===== config.mk =====
export PLATFORM = sky130hd
export DESIGN_NAME = pool_rd_ctrl
export DESIGN_NICKNAME = d
export VERILOG_FILES = /design/src/rtl/pool_rd_ctrl_pkg.sv /design/src/rtl/pool_rd_fifo.sv /design/src/rtl/pool_rd_ctrl.sv
export SDC_FILE = /design/constraint.sdc
export NUM_CORES = 1
export LEC_CHECK = 0
export ABC_AREA = 1
export ABC_CLOCK_PERIOD_IN_PS = 5400
export CAP_MARGIN = 15
export CORE_AREA = 5 5 164 166
export DETAILED_ROUTE_END_ITERATION = 10
export DIE_AREA = 0 0 169 171
export DONT_BUFFER_PORTS = 1
export PLACE_DENSITY_LB_ADDON = 0.15
export SYNTH_ARGS = -nofsm -noshare
export SYNTH_HDL_FRONTEND = slang
export SYNTH_SLANG_ARGS = --single-unit

===== constraint.sdc =====
create_clock -name clk -period 5.4 [get_ports clk]
set_input_delay 1.08 -clock clk [delete_from_list [all_inputs] [get_ports clk]]
set_output_delay 1.08 -clock clk [all_outputs]
set_load 0.03 [all_outputs]

===== src/rtl/pool_rd_ctrl_pkg.sv =====
// Shared accelerator package for the pooled-data read-out controller.
// Holds the FSM encoding, FIFO entry side-band and layer-size helper.
package pool_rd_ctrl_pkg;

   localparam int unsigned POOL_FIFO_DEPTH = 4;

   typedef enum logic [1:0] {
      S_IDLE,
      S_RUN,
      S_DRAIN
   } state_e;

   typedef struct packed {
      logic [5:0] ch;
      logic [4:0] row;
      logic [4:0] col;
      logic       last;
   } coord_t;

   function automatic logic [16:0] total_words(
      input logic [4:0] size,
      input logic [5:0] ch
   );
      logic [9:0] sq;
      sq = size * size;
      return {7'b0, sq} * {11'b0, ch};
   endfunction

endpackage


===== src/rtl/pool_rd_fifo.sv =====
// First-word-fall-through skid FIFO for pooled words and their coordinates.
// Head entry is visible on rdata_o whenever empty_o is low.
module pool_rd_fifo #(
   parameter int unsigned W     = 8,
   parameter int unsigned DEPTH = 4
) (
   input  logic                       clk,
   input  logic                       rst_n,
   input  logic                       push_i,
   input  logic [W-1:0]               wdata_i,
   input  logic                       pop_i,
   output logic [W-1:0]               rdata_o,
   output logic                       empty_o,
   output logic [$clog2(DEPTH):0]     count_o
);

   localparam int unsigned AW = $clog2(DEPTH);
   localparam int unsigned CW = AW + 1;

   logic [W-1:0]  mem_q [DEPTH];
   logic [AW-1:0] wp_q;
   logic [AW-1:0] rp_q;
   logic [CW-1:0] cnt_q;
   logic          pop_ok;

   assign empty_o = (cnt_q == '0);
   assign pop_ok  = pop_i & ~empty_o;
   assign rdata_o = mem_q[rp_q];
   assign count_o = cnt_q;

   always_ff @(posedge clk or negedge rst_n) begin
      if (!rst_n) begin
         for (int i = 0; i < DEPTH; i++) begin
            mem_q[i] <= '0;
         end
         wp_q  <= '0;
         rp_q  <= '0;
         cnt_q <= '0;
      end else begin
         if (push_i) begin
            mem_q[wp_q] <= wdata_i;
            wp_q        <= wp_q + AW'(1);
         end
         if (pop_ok) begin
            rp_q <= rp_q + AW'(1);
         end
         unique case ({push_i, pop_ok})
            2'b10:   cnt_q <= cnt_q + CW'(1);
            2'b01:   cnt_q <= cnt_q - CW'(1);
            default: cnt_q <= cnt_q;
         endcase
      end
   end

endmodule


===== src/rtl/pool_rd_ctrl.sv =====
// Streams one pooled layer out of the data buffer in (ch,row,col) order.
// Reads are throttled so the skid FIFO can always absorb in-flight data.
module pool_rd_ctrl
   import pool_rd_ctrl_pkg::*;
#(
   parameter int unsigned DATA_WIDTH = 8,
   parameter int unsigned ADDR_WIDTH = 14,
   parameter int unsigned FIFO_DEPTH = POOL_FIFO_DEPTH
) (
   input  logic                  clk,
   input  logic                  rst_n,
   input  logic                  start_i,
   input  logic [ADDR_WIDTH-1:0] base_addr_i,
   input  logic [4:0]            ofmap_size_i,
   input  logic [5:0]            ifmap_ch_i,
   output logic                  sa_data_rden_o,
   output logic [ADDR_WIDTH-1:0] sa_data_rdptr_o,
   input  logic [DATA_WIDTH-1:0] sa_data_rdata_i,
   output logic [DATA_WIDTH-1:0] data_o,
   output logic                  valid_o,
   input  logic                  ready_i,
   output logic                  last_o,
   output logic [5:0]            ch_o,
   output logic [4:0]            row_o,
   output logic [4:0]            col_o,
   output logic                  busy_o,
   output logic                  done_o,
   output logic                  err_o
);

   localparam int unsigned CW = $clog2(FIFO_DEPTH) + 1;
   localparam int unsigned CRW = $bits(coord_t);
   localparam int unsigned EW = DATA_WIDTH + CRW;
   localparam int unsigned SW = ADDR_WIDTH + 18;
   localparam logic [SW-1:0] LIMIT = SW'(1) << ADDR_WIDTH;

   state_e                state_q, state_d;
   logic [ADDR_WIDTH-1:0] addr_q, addr_d;
   logic [ADDR_WIDTH-1:0] hold_q, hold_d;
   logic [4:0]            size_q, size_d;
   logic [16:0]           rem_q, rem_d;
   logic [4:0]            col_q, col_d;
   logic [4:0]            row_q, row_d;
   logic [5:0]            ch_q, ch_d;
   logic                  done_q, done_d;
   logic                  err_q, err_d;
   logic                  infl_q;
   coord_t                icrd_q, cur_crd, head_crd;

   logic [16:0]           total;
   logic [SW-1:0]         end_addr;
   logic [CW-1:0]         fifo_cnt;
   logic [CW:0]           occ;
   logic                  rden, pop, empty;
   logic [EW-1:0]         fifo_rdata;

   assign total    = total_words(ofmap_size_i, ifmap_ch_i);
   assign end_addr = SW'(base_addr_i) + SW'(total);
   assign occ      = {1'b0, fifo_cnt} + (CW+1)'(infl_q);
   assign rden     = (state_q == S_RUN) && (occ < (CW+1)'(FIFO_DEPTH));
   assign cur_crd  = '{ch: ch_q, row: row_q, col: col_q,
                       last: (rem_q == 17'd1)};

   always_comb begin
      state_d = state_q;
      addr_d  = addr_q;
      hold_d  = hold_q;
      size_d  = size_q;
      rem_d   = rem_q;
      col_d   = col_q;
      row_d   = row_q;
      ch_d    = ch_q;
      done_d  = 1'b0;
      err_d   = err_q;
      unique case (state_q)
         S_IDLE: begin
            if (start_i) begin
               err_d = 1'b0;
               if (total == '0) begin
                  done_d = 1'b1;
               end else if (end_addr > LIMIT) begin
                  err_d  = 1'b1;
                  done_d = 1'b1;
               end else begin
                  state_d = S_RUN;
                  addr_d  = base_addr_i;
                  size_d  = ofmap_size_i;
                  rem_d   = total;
                  col_d   = '0;
                  row_d   = '0;
                  ch_d    = '0;
               end
            end
         end
         S_RUN: begin
            if (rden) begin
               hold_d = addr_q;
               addr_d = addr_q + ADDR_WIDTH'(1);
               rem_d  = rem_q - 17'd1;
               if (col_q == size_q - 5'd1) begin
                  col_d = '0;
                  if (row_q == size_q - 5'd1) begin
                     row_d = '0;
                     ch_d  = ch_q + 6'd1;
                  end else begin
                     row_d = row_q + 5'd1;
                  end
               end else begin
                  col_d = col_q + 5'd1;
               end
               if (rem_q == 17'd1) begin
                  state_d = S_DRAIN;
               end
            end
         end
         S_DRAIN: begin
            if (pop && head_crd.last) begin
               state_d = S_IDLE;
               done_d  = 1'b1;
            end
         end
         default: state_d = S_IDLE;
      endcase
   end

   always_ff @(posedge clk or negedge rst_n) begin
      if (!rst_n) begin
         state_q <= S_IDLE;
         addr_q  <= '0;
         hold_q  <= '0;
         size_q  <= '0;
         rem_q   <= '0;
         col_q   <= '0;
         row_q   <= '0;
         ch_q    <= '0;
         done_q  <= 1'b0;
         err_q   <= 1'b0;
         infl_q  <= 1'b0;
         icrd_q  <= '0;
      end else begin
         state_q <= state_d;
         addr_q  <= addr_d;
         hold_q  <= hold_d;
         size_q  <= size_d;
         rem_q   <= rem_d;
         col_q   <= col_d;
         row_q   <= row_d;
         ch_q    <= ch_d;
         done_q  <= done_d;
         err_q   <= err_d;
         infl_q  <= rden;
         icrd_q  <= cur_crd;
      end
   end

   // Read data lands one cycle after rden; its coordinates ride along in icrd_q.
   pool_rd_fifo #(
      .W     (EW),
      .DEPTH (FIFO_DEPTH)
   ) u_fifo (
      .clk     (clk),
      .rst_n   (rst_n),
      .push_i  (infl_q),
      .wdata_i ({sa_data_rdata_i, icrd_q}),
      .pop_i   (pop),
      .rdata_o (fifo_rdata),
      .empty_o (empty),
      .count_o (fifo_cnt)
   );

   assign head_crd = coord_t'(fifo_rdata[CRW-1:0]);
   assign valid_o  = ~empty;
   assign pop      = valid_o & ready_i;

   assign data_o   = valid_o ? fifo_rdata[EW-1 -: DATA_WIDTH] : '0;
   assign ch_o     = valid_o ? head_crd.ch : '0;
   assign row_o    = valid_o ? head_crd.row : '0;
   assign col_o    = valid_o ? head_crd.col : '0;
   assign last_o   = valid_o & head_crd.last;

   assign sa_data_rden_o  = rden;
   assign sa_data_rdptr_o = rden ? addr_q : hold_q;
   assign busy_o          = (state_q != S_IDLE);
   assign done_o          = done_q;
   assign err_o           = err_q;

endmodule


==> out/qor.yml <==
outcome:
  status: "finished, violations left"
  violations: "negative setup slack"
setup_path:
  crit_path_top_delay_cell: "fa_1"
  cp_common_cell: "fa_1"
  critPathCaptureType: "flip-flop"
  cp-start-kind: "primary input"
  required_ns: 5.71
  crit_fanout: 8
  arrival_ns: 8.05
  regToRegSetupSlack_ns: 2.49
  rr_startpoint: "state_q[0]"
  path_class: "in -> reg"
  reg2reg_depth: 13
  worstReg2RegEnd: "rem_q[2]"
  max_stage_delay_ns: 0.56
yosys:
  syn_avg_cell_area_um2: 7.60
  yosys.area.top_type: "dfrtp_1"
  synth_area_leaders: "dfrtp_1 (39%), nand2_1 (12%), o21ai_0 (8.7%), ha_1 (6.2%), inv_1 (6.2%)"
  synth_top_area_share_pct: 39.3
  syn_inst: 1636
  synth_ff_type: "dfrtp_1"
  synth.cell_area_um2: 12400
  synth_edf_count: 0
  yosys_warnings: 0
  yosys_register_bits: 195
  synth_cell_types: 45
  syn_nets: 1767
  synth_seq_area_share_pct: 39.3
  async_reset_ff_share_pct: 100
sta:
  setup_viol: 55
  hold_viol_final: 0
  slew_headroom_pct: 33.0
  post-route-period-util_pct: 143
  fin_crit_ns: 7.73
  finalMaxSlewViolations: 0
  max_freq_mhz: 129
  whs_ns: 0.338
  tightestPinTransition_ns: 1.00
  fin_worst_skew_ns: 0.0132
  rsz0062_at_grt: "true"
  fin_ws_ns: -2.33
floorplan:
  num_io_pins: 81
  die_area_um2: 28900
  initial_core_util_pct: 48.8
  rows: 59
  core_area_um2: 25500
  die_y_um: 171
  dieWidth_um: 169
cts:
  clk_path_buf_depth: 2
  clock-sinks: 195
  htree_levels: 4
  cts_buffers: 17
  cts_tree: "built"
  path_clk_slew_ns: 0.08
  root_buffer: "clkbuf_16"
  hold_buffers: 0
  clock_latency_ns: 0.44
drt:
  wirelength_um: 31200
  drt-initial-drc-count: 676
  drt-wirelength-per-cell_um: 15.0
  drc: 0
  dr.pass1.iters: 5
  via_per_inst: 5.16
  wl_met3_um: 1100
  met1_length_um: 13700
  top_layer: "met4"
  wl_met2_um: 15500
  drtAntennaViolNets: 0
  vias: 10700
global_routing:
  track_usage_pct: 21.9
  grt.overflow.total: 0
  antenna_found_initial: 0
  grt_pass1_vias: 10500
  grt_pass1_wl_um: 51800
  grt_max_degree: 196
power_and_ir_drop:
  ir_worst_vdd_uv: 620
  leakage_nw: 7.65
  powerDensity_nw_per_um2: 719
  finalPower_mw: 10.8
flow_run:
  maxCapViolations: 0
layout:
  nets: 1857
  diodes: 0
  fin_cells: 2073
  fill_cells: 2375
  post-route-util_pct: 59.0
  area_delta_synth_final_pct: 21.0
  drive_gt1_share_pct: 19.3
placed_design:
  hpwl_um: 21100
  pre_cts_ws_ns: -2.86
  portBuffers: 0
  gp_congestion: 0.871
  dp_cells: 2018
min_path:
  hp-class: "in -> async"
## state kept, by name, summed over array words and instances, names as in the netlist, 2 cells and up
register	cells
state_q	2
row_q	5
hold_q	14
u_fifo.count_o	3
col_q	5
size_q	5
icrd_q	17
ch_q	6
addr_q	14
u_fifo.rp_q	2
rem_q	17
u_fifo.mem_q	100
u_fifo.wp_q	2
## report_power, final
group / leakage [nW] / internal (mW) / switching [mW]
logic: 4.83 / 2.93 / 4.27
clock network: 0.278 / 0.650 / 0.597
registers: 2.54 / 1.96 / 0.392
total: 7.65 / 5.54 / 5.26
## timing repair
item | CTS | global route
endpoints found under the setup margin | 55 | 55
endpoints found under the hold margin | 0 | 0
buffers inserted | 11 | 5
resized for setup | 79 | 83
gates cloned | 5 | 3
pin swaps | 29 | 46
## worst max-delay path: cells and delay by family
| family | cells | cell delay (ns) |
|---|---|---|
| AO/OA/AOI/OAI | 5 | 0.84 |
| buffers and inverters | 7 | 0.66 |
| XOR/XNOR | 3 | 0.53 |
| AND/OR/NAND/NOR | 17 | 1.38 |
| adder cells (fa/ha/maj) | 9 | 3.53 |
## cell usage after synthesis, types with 2 or more instances
cell type / count
nand2_2: 8
xnor2_1: 12
o21ai_2: 14
inv_1: 206
dfrtp_1: 195
o22ai_1: 4
mux2i_1: 9
xor2_1: 32
clkbuf_1: 45
nand3_1: 65
or2_2: 6
buf_2: 4
buf_8: 2
nand3_2: 2
nor3_1: 12
fa_1: 32
nand2_4: 2
nor2_1: 206
nand2_1: 388
inv_2: 5
ha_1: 62
nand4_1: 17
nand3b_1: 3
a31o_2: 2
o21ai_1: 8
o21ai_0: 216
nor4_1: 2
a21oi_2: 3
buf_6: 2
buf_1: 5
o21bai_1: 3
a21oi_1: 51
## per-layer routing
metal / vias to the layer above / track usage (%)
met3: 50 / 3.44
met1: 5058 / 27.6
met2: 199 / 38.3
li1: 5393 / -
met4: 0 / 7.91
met5: - / 0
## cells by family after synthesis
group	count (synthesis)	synth area share, %
AND/OR/NAND/NOR	717	23.7
AO/OA/AOI/OAI	306	13.1
buffers and inverters	270	8.51
flip-flops	195	39.3
adder cells (fa/ha/maj)	94	11.4
XOR/XNOR	45	3.32
multiplexers	9	0.725
## worst max path at each step
stage,slack [ns],cells after the start,endpoint,startpoint
floorplan,-2.56,41,rem_q[1],ofmap_size_i[0]
detailed placement,-2.86,40,rem_q[3],ofmap_size_i[0]
global route,-2.67,44,rem_q[2],ofmap_size_i[1]
finish,-2.33,41,rem_q[2],ofmap_size_i[1]
CTS,-2.25,39,addr_q[7],ofmap_size_i[0]
global placement,-2.85,41,rem_q[10],ofmap_size_i[0]
## stage by stage
| stage | instance area (um^2) | setup TNS (ns) |
|---|---|---|
| CTS | 14600 | -121.94 |
| floorplan | 12600 | -136.77 |
| global placement | 13600 | -155.14 |
| global route | 15000 | -143.74 |
| detailed placement | 13600 | -154.74 |
| finish | 15000 | -124.45 |
## cells in the final DEF, fill, tap and decap left out, drive strengths merged, types with 3 or more instances in the layout
cell	n
nor3	12
dfrtp	195
nand2	400
nand3b	3
o21ai	238
nand4	17
inv	218
xnor2	12
fa	32
buf	127
clkinv	4
nand3	67
xor2	33
o22ai	4
or2	7
mux2i	9
a21oi	54
ha	62
clkbuf	19
o21bai	3
nor2	207
## layout make-up
type | count | area (um^2) | share of cell area (%)
clock buffer | 17 | 425 | 2.83
clock inverter | 14 | 146 | 0.974
inverter | 211 | 797 | 5.30
multi-input combinational | 1172 | 7190 | 47.8
sequential | 195 | 4880 | 32.5
tap | 335 | 419 | 2.79
timing repair buffer | 129 | 1170 | 7.81
No activity file was read; power rests on OpenSTA's default activity.
